==> config.mk <==
export PLATFORM = sky130hd
export DESIGN_NAME = bnn_inst_fetch
export DESIGN_NICKNAME = d
export VERILOG_FILES = /design/src/rtl/bnn_pkg.sv /design/src/rtl/bnn_ifetch_fifo.sv /design/src/rtl/bnn_inst_fetch.sv
export SDC_FILE = /design/constraint.sdc
export NUM_CORES = 1
export LEC_CHECK = 0
export BUFFER_PORTS_ARGS = -buffer_cell sky130_fd_sc_hd__clkbuf_2
export CORE_UTILIZATION = 40
export DETAILED_ROUTE_END_ITERATION = 8
export PLACE_DENSITY_LB_ADDON = 0.3
export REMOVE_ABC_BUFFERS = 1
export SLEW_MARGIN = 20
export SYNTH_ARGS = -nofsm -noshare
export SYNTH_HDL_FRONTEND = slang
export SYNTH_SLANG_ARGS = --single-unit
==> constraint.sdc <==
create_clock -name clk -period 3.7 [get_ports clk]
set_input_delay 0.185 -clock clk [delete_from_list [all_inputs] [get_ports clk]]
set_output_delay 0.185 -clock clk [all_outputs]
set_load 0.05 [all_outputs]
==> src/rtl/bnn_pkg.sv <==
// Shared BNN opcode constants and instruction-fetch state encoding.
// Pure declarations; no logic, no latency, no backpressure.
package bnn_pkg;

  localparam int OPC_MSB = 15;
  localparam int OPC_LSB = 11;

  localparam logic [OPC_MSB-OPC_LSB:0] OP_END  = 5'b11111;
  localparam logic [OPC_MSB-OPC_LSB:0] OP_NULL = 5'b00000;

  typedef enum logic [1:0] {
    IDLE  = 2'd0,
    FETCH = 2'd1,
    DRAIN = 2'd2
  } fetch_state_e;

  function automatic logic is_end_op(input logic [OPC_MSB-OPC_LSB:0] opc);
    return opc == OP_END;
  endfunction

endpackage

==> src/rtl/bnn_ifetch_fifo.sv <==
// Prefetch FIFO of {pc, inst}; head is a registered read, one-cycle push-to-head latency.
// Flush beats push/pop; pushes while full are dropped, so the caller must reserve space before issuing reads.
module bnn_ifetch_fifo #(
  parameter int W     = 32,
  parameter int DEPTH = 4
) (
  input  logic                     clk,
  input  logic                     rst,
  input  logic                     flush,
  input  logic                     push,
  input  logic [W-1:0]             push_dat,
  input  logic                     pop,
  output logic [W-1:0]             head_dat,
  output logic [$clog2(DEPTH):0]   count,
  output logic                     empty,
  output logic                     full
);

  localparam int AW = $clog2(DEPTH);

  logic [W-1:0]  mem_q [DEPTH];
  logic [W-1:0]  mem_d [DEPTH];
  logic [AW-1:0] wr_ptr_q, wr_ptr_d;
  logic [AW-1:0] rd_ptr_q, rd_ptr_d;
  logic [AW:0]   count_q, count_d;
  logic          push_ok, pop_ok;

  assign empty    = (count_q == '0);
  assign full     = (count_q == (AW+1)'(DEPTH));
  assign count    = count_q;
  assign head_dat = mem_q[rd_ptr_q];

  always_comb begin
    mem_d    = mem_q;
    wr_ptr_d = wr_ptr_q;
    rd_ptr_d = rd_ptr_q;
    count_d  = count_q;
    push_ok  = push && !full;
    pop_ok   = pop && !empty;
    if (flush) begin
      wr_ptr_d = '0;
      rd_ptr_d = '0;
      count_d  = '0;
    end else begin
      if (push_ok) begin
        mem_d[wr_ptr_q] = push_dat;
        wr_ptr_d        = wr_ptr_q + AW'(1);
      end
      if (pop_ok) begin
        rd_ptr_d = rd_ptr_q + AW'(1);
      end
      count_d = count_q + (AW+1)'(push_ok) - (AW+1)'(pop_ok);
    end
  end

  always_ff @(posedge clk) begin
    if (rst) begin
      wr_ptr_q <= '0;
      rd_ptr_q <= '0;
      count_q  <= '0;
    end else begin
      wr_ptr_q <= wr_ptr_d;
      rd_ptr_q <= rd_ptr_d;
      count_q  <= count_d;
    end
  end

  always_ff @(posedge clk) begin
    mem_q <= mem_d;
  end

endmodule

==> src/rtl/bnn_inst_fetch.sv <==
// Instruction fetch for the BPU controller: start/redirect in cycle N gives inst_valid in N+1, one inst/cycle.
// Reads stop while buffered+inflight reaches DEPTH; IFETCH_PERF_EN adds the perf_stall_cnt stall counter.
module bnn_inst_fetch
  import bnn_pkg::*;
#(
  parameter int ADDR_W = 16,
  parameter int INST_W = 16,
  parameter int DEPTH  = 4
) (
  input  logic              clk,
  input  logic              rst,
  input  logic              start,
  input  logic [ADDR_W-1:0] start_pc,
  input  logic              redirect,
  input  logic [ADDR_W-1:0] redirect_pc,
  output logic              sram_en,
  output logic [ADDR_W-1:0] sram_addr,
  input  logic [INST_W-1:0] sram_rdata,
  output logic [INST_W-1:0] inst,
  output logic [ADDR_W-1:0] inst_pc,
  output logic              inst_valid,
  input  logic              inst_ready,
`ifdef IFETCH_PERF_EN
  output logic [31:0]       perf_stall_cnt,
`endif
  output logic              busy
);

  localparam int CW = $clog2(DEPTH) + 1;
  localparam int FW = ADDR_W + INST_W;

  fetch_state_e      state_q, state_d;
  logic [ADDR_W-1:0] fetch_pc_q, fetch_pc_d;
  logic              inflight_q, inflight_d;
  logic [ADDR_W-1:0] inflight_pc_q, inflight_pc_d;

  logic              fifo_push, fifo_pop, fifo_flush;
  logic [FW-1:0]     fifo_head;
  logic [CW-1:0]     fifo_count;
  logic              fifo_empty, fifo_full;

  logic              redirect_act;
  logic [INST_W-1:0] head_inst;
  logic [ADDR_W-1:0] head_pc;
  logic              head_vld;
  logic              pop, pop_end, rdata_end, push;
  logic [CW:0]       occ;

  bnn_ifetch_fifo #(
    .W     (FW),
    .DEPTH (DEPTH)
  ) u_fifo (
    .clk      (clk),
    .rst      (rst),
    .flush    (fifo_flush),
    .push     (fifo_push),
    .push_dat ({inflight_pc_q, sram_rdata}),
    .pop      (fifo_pop),
    .head_dat (fifo_head),
    .count    (fifo_count),
    .empty    (fifo_empty),
    .full     (fifo_full)
  );

  assign busy = (state_q != IDLE);

  always_comb begin
    state_d       = state_q;
    fetch_pc_d    = fetch_pc_q;
    inflight_d    = 1'b0;
    inflight_pc_d = inflight_pc_q;
    sram_en       = 1'b0;
    sram_addr     = '0;
    fifo_push     = 1'b0;
    fifo_pop      = 1'b0;
    fifo_flush    = 1'b0;

    // With an empty FIFO the returning SRAM word is the head, which is what
    // gives start/redirect-to-valid a single cycle despite the SRAM latency.
    redirect_act = redirect && (state_q != IDLE);
    head_inst    = fifo_empty ? sram_rdata : fifo_head[INST_W-1:0];
    head_pc      = fifo_empty ? inflight_pc_q : fifo_head[FW-1:INST_W];
    head_vld     = !fifo_empty || inflight_q;
    inst_valid   = head_vld && !redirect_act;
    inst         = inst_valid ? head_inst : '0;
    inst_pc      = inst_valid ? head_pc : '0;

    pop       = inst_valid && inst_ready;
    pop_end   = pop && is_end_op(head_inst[OPC_MSB:OPC_LSB]);
    rdata_end = inflight_q && is_end_op(sram_rdata[OPC_MSB:OPC_LSB]);
    push      = inflight_q && !(pop && fifo_empty);
    occ       = {1'b0, fifo_count} + {{CW{1'b0}}, inflight_q};

    unique case (state_q)
      IDLE: begin
        if (start) begin
          sram_en       = 1'b1;
          sram_addr     = start_pc;
          fetch_pc_d    = start_pc + ADDR_W'(1);
          inflight_d    = 1'b1;
          inflight_pc_d = start_pc;
          state_d       = FETCH;
        end
      end
      FETCH, DRAIN: begin
        if (redirect) begin
          fifo_flush    = 1'b1;
          sram_en       = 1'b1;
          sram_addr     = redirect_pc;
          fetch_pc_d    = redirect_pc + ADDR_W'(1);
          inflight_d    = 1'b1;
          inflight_pc_d = redirect_pc;
          state_d       = FETCH;
        end else begin
          fifo_push = push;
          fifo_pop  = pop && !fifo_empty;
          if (pop_end) begin
            fifo_flush = 1'b1;
            state_d    = IDLE;
          end else if (push && rdata_end) begin
            state_d = DRAIN;
          end else if (state_q == FETCH && !rdata_end && !fifo_full &&
                       occ < (CW+1)'(DEPTH)) begin
            // Same-cycle pops are deliberately not credited to keep this path short.
            sram_en       = 1'b1;
            sram_addr     = fetch_pc_q;
            fetch_pc_d    = fetch_pc_q + ADDR_W'(1);
            inflight_d    = 1'b1;
            inflight_pc_d = fetch_pc_q;
          end
        end
      end
      default: state_d = IDLE;
    endcase
  end

  always_ff @(posedge clk) begin
    if (rst) begin
      state_q       <= IDLE;
      fetch_pc_q    <= '0;
      inflight_q    <= 1'b0;
      inflight_pc_q <= '0;
    end else begin
      state_q       <= state_d;
      fetch_pc_q    <= fetch_pc_d;
      inflight_q    <= inflight_d;
      inflight_pc_q <= inflight_pc_d;
    end
  end

`ifdef IFETCH_PERF_EN
  logic [31:0] perf_stall_cnt_q, perf_stall_cnt_d;

  // The redirect cycle itself is not a stall: the controller caused it.
  always_comb begin
    perf_stall_cnt_d = perf_stall_cnt_q;
    if (state_q == IDLE && start) begin
      perf_stall_cnt_d = '0;
    end else if (busy && !inst_valid && !redirect && perf_stall_cnt_q != '1) begin
      perf_stall_cnt_d = perf_stall_cnt_q + 32'd1;
    end
  end

  always_ff @(posedge clk) begin
    if (rst) begin
      perf_stall_cnt_q <= '0;
    end else begin
      perf_stall_cnt_q <= perf_stall_cnt_d;
    end
  end

  assign perf_stall_cnt = perf_stall_cnt_q;
`endif

endmodule

==> flow_metrics.tcl <==
set metrics [dict create \
    status "finished clean" \
    dr.pass1.iters 5 \
    cts_hold_repair.buffers 5 \
    nNetsFinal 800 \
    num_vias 5359 \
    io_buffers 103 \
    report.final.slew_viol_count 0 \
    multi_input_area_sq_um 2949 \
    power_mw 4.863 \
    grtUsageTotal 0.1771 \
    hold_violations 0 \
    path_clk_slew_ns 0.06 \
    grt_antenna_before_repair 0 \
    antenna_left 0 \
    yosysWarnings 0 \
    htree_levels 4 \
    slowest_delay_ns 0.59 \
    crit_path_top_delay_cell "dfxtp_2" \
    cts_tree "built" \
    period_minus_slack_ns 3.341 \
    grt_overflow 0 \
    path_class "register to output port" \
    numCtsBuffers 17 \
    pre_cts_ws_ns 0.6506 \
    vias_per_cell 5.327 \
    period_share 0.9029 \
    drt_iter0_drc 388 \
    grt_max_degree 47 \
    endpoint_kind "output port" \
    worstMarginPinSlew_ns 1.162 \
    syn_area_sq_um 7879 \
    cts_resized 0 \
    cp-start-kind "register" \
    worstPathArrival_ns 3.16 \
    chipWidth_microns 142.3 \
    setup-violations-final 0 \
    regArea_sq_um 4686 \
    rsz0062_at_grt "no" \
    start_util 0.4143 \
    synth.distinct_cells 52 \
    crit_chain "mux4_2, and4_4, o221ai_4, nand2b_4, nor4_4, buf_4, a221o_1, clkbuf_2" \
    clock_latency_ns 0.42 \
    path_max_fanout 15 \
    cap_violations 0 \
    wire_per_inst_microns 17.09 \
    die_y_microns 142.3 \
    fillers 1719 \
    drive_gt1_frac 0.2507 \
    grt_pass1_wl_microns 27170 \
    die_area_sq_um 20260 \
    ioPinCount 104 \
    hold_class "primary input to register" \
    synth_edf_count 128 \
    gp_congestion 0.8724 \
    tns_ns 0 \
    syn_to_final_growth_pct 18.29 \
    synthArstFlopShare 0 \
    synthFlopType "edfxtp_1" \
    relSlewSlack 0.2224 \
    cts_buffer_depth 2 \
    grt_pass1_vias 5188 \
    postSynthAreaPerCell_sq_um 12.49 \
    drc 0 \
    cts_setup_buffers 0 \
    leakage_nw 3.426 \
    antenna_cells 0 \
    coreArea_sq_um 19020 \
    syn_inst 631 \
    fmax_mhz 299.3 \
    ys_ff_latch 170 \
    ys_seq_area_frac 0.5946 \
    peakVddDrop_mv 0.2969 \
    root_buffer "clkbuf_16" \
    wl_microns 17190 \
    cts.sinks 170 \
    crit_required_ns 3.51 \
    setup_ws_ns 0.3591 \
    skew_ns 0.01117 \
    dp_hpwl_microns 11140 \
    rows 50 \
    power.density_nw_per_um2 521.7 \
]
[registers in the layout, indices dropped and copies added, names as in the netlist]
register / flops
u_fifo.mem_q: 128
fetch_pc_q: 16
inflight_pc_q: 16
u_fifo.count: 3
state_q: 2
u_fifo.rd_ptr_q: 2
u_fifo.wr_ptr_q: 2
inflight_q: 1
[Yosys cell counts, types with 2 or more instances]
cell	number	area (sq um)
nand3_1	7	35.03
edfxtp_1	128	3844
and3_1	17	106.4
mux4_2	32	720.7
o21ai_1	2	10.01
and2_1	7	43.79
nand2_1	104	390.4
clkbuf_1	20	75.07
a221o_1	15	150.1
nor2_1	38	142.6
inv_1	18	67.56
buf_1	4	15.01
xor2_1	3	26.28
nor3b_1	4	30.03
nor4_1	2	12.51
a21o_1	3	22.52
xnor2_1	15	131.4
o21ai_0	7	35.03
buf_2	8	40.04
ha_1	11	137.6
dfxtp_1	42	840.8
a211oi_1	8	60.06
a21oi_1	73	365.4
mux2i_1	17	170.2
nand2b_1	2	12.51
buf_4	3	22.52
nor2b_1	2	12.51
a31oi_1	3	18.77
nor3_1	6	30.03
nor4b_1	2	17.52
nand4_1	5	31.28
buf_6	3	33.78
[layer usage]
metal | vias up | wire length (microns) | track usage
li1 | 2566 | - | -
met1 | 2601 | 7849 | 0.2331
met2 | 179 | 8238 | 0.2959
met3 | 13 | 962 | 0.03567
met4 | 0 | 140 | 0.05150
met5 | - | 0 | 0
[worst max-delay path: cells and delay by family (launching register included)]
family	cells	cell delay, ns
compound gates	2	0.44
buf+inv	2	0.54
flops	1	0.59
mux	1	0.58
simple gates	3	0.57
[report_power, final]
part           total, mW  leakage [nW]  internal [mW]  switching, mW
Sequential          2.24          1.51           2.15         0.0855
Clock               1.72         0.267           1.04          0.674
Combinational      0.909          1.65          0.265          0.644
[path summary, 6_finish.rpt]
kind                                    startpoint                to  slack (ns)  cells past startpoint
worst min register to register       fetch_pc_q[1]     fetch_pc_q[1]        0.49                      2
worst min-delay path                 sram_rdata[6]  u_fifo.mem_q[70]        0.02                      1
worst max-delay path            u_fifo.rd_ptr_q[0]     sram_addr[11]        0.36                      8
worst max register to register          state_q[0]   u_fifo.count[2]        0.62                     11
[cell type report]
class | count | area share
Clock buffer | 20 | 0.04685
Sequential cell | 170 | 0.5028
Timing Repair Buffer | 123 | 0.07813
Multi-Input combinational cell | 405 | 0.3164
Tap cell | 260 | 0.03490
Inverter | 18 | 0.007249
Clock inverter | 10 | 0.01369
[metrics by stage]
stage                     utilization  instance area (sq um)  instances  hold WS, ns
after floorplan                     -                   7692        593       0.2496
after global placement         0.4578                   8706        971       0.4218
after detailed placement       0.4578                   8706        971       0.4361
after CTS                      0.4901                   9320       1006     0.001987
after global routing           0.4901                   9320       1006     0.007787
final                          0.4901                   9320       1006      0.01636
[cell families (layout without fill, tap and decap cells)]
kind of cell               count (synthesis)  count (layout)  synth area share
AOI/OAI and AO/OA                        122             122           0.09878
DFF                                      170             170            0.5946
buffers and inverters                     56             171           0.03224
xor gates and xnor gates                  18              18           0.02001
muxes                                     49              49            0.1131
adders and majority gates                 12              12           0.02001
and+or+nand+nor                          204             204            0.1213
[layout by cell type, fill, tap and decap left out, drive strengths merged, types with 4 or more instances in the layout]
master / instances
a211oi: 9
a21oi: 73
a221o: 15
and2: 7
and3: 17
buf: 15
clkbuf: 123
clkinv: 4
dfxtp: 42
dlygate4sd3: 5
edfxtp: 128
ha: 11
inv: 18
mux2i: 17
mux4: 32
nand2: 104
nand3: 7
nand4: 6
nor2: 38
nor3: 7
nor3b: 4
o21ai: 9
xnor2: 15
Power figures use the tool's default switching activity.
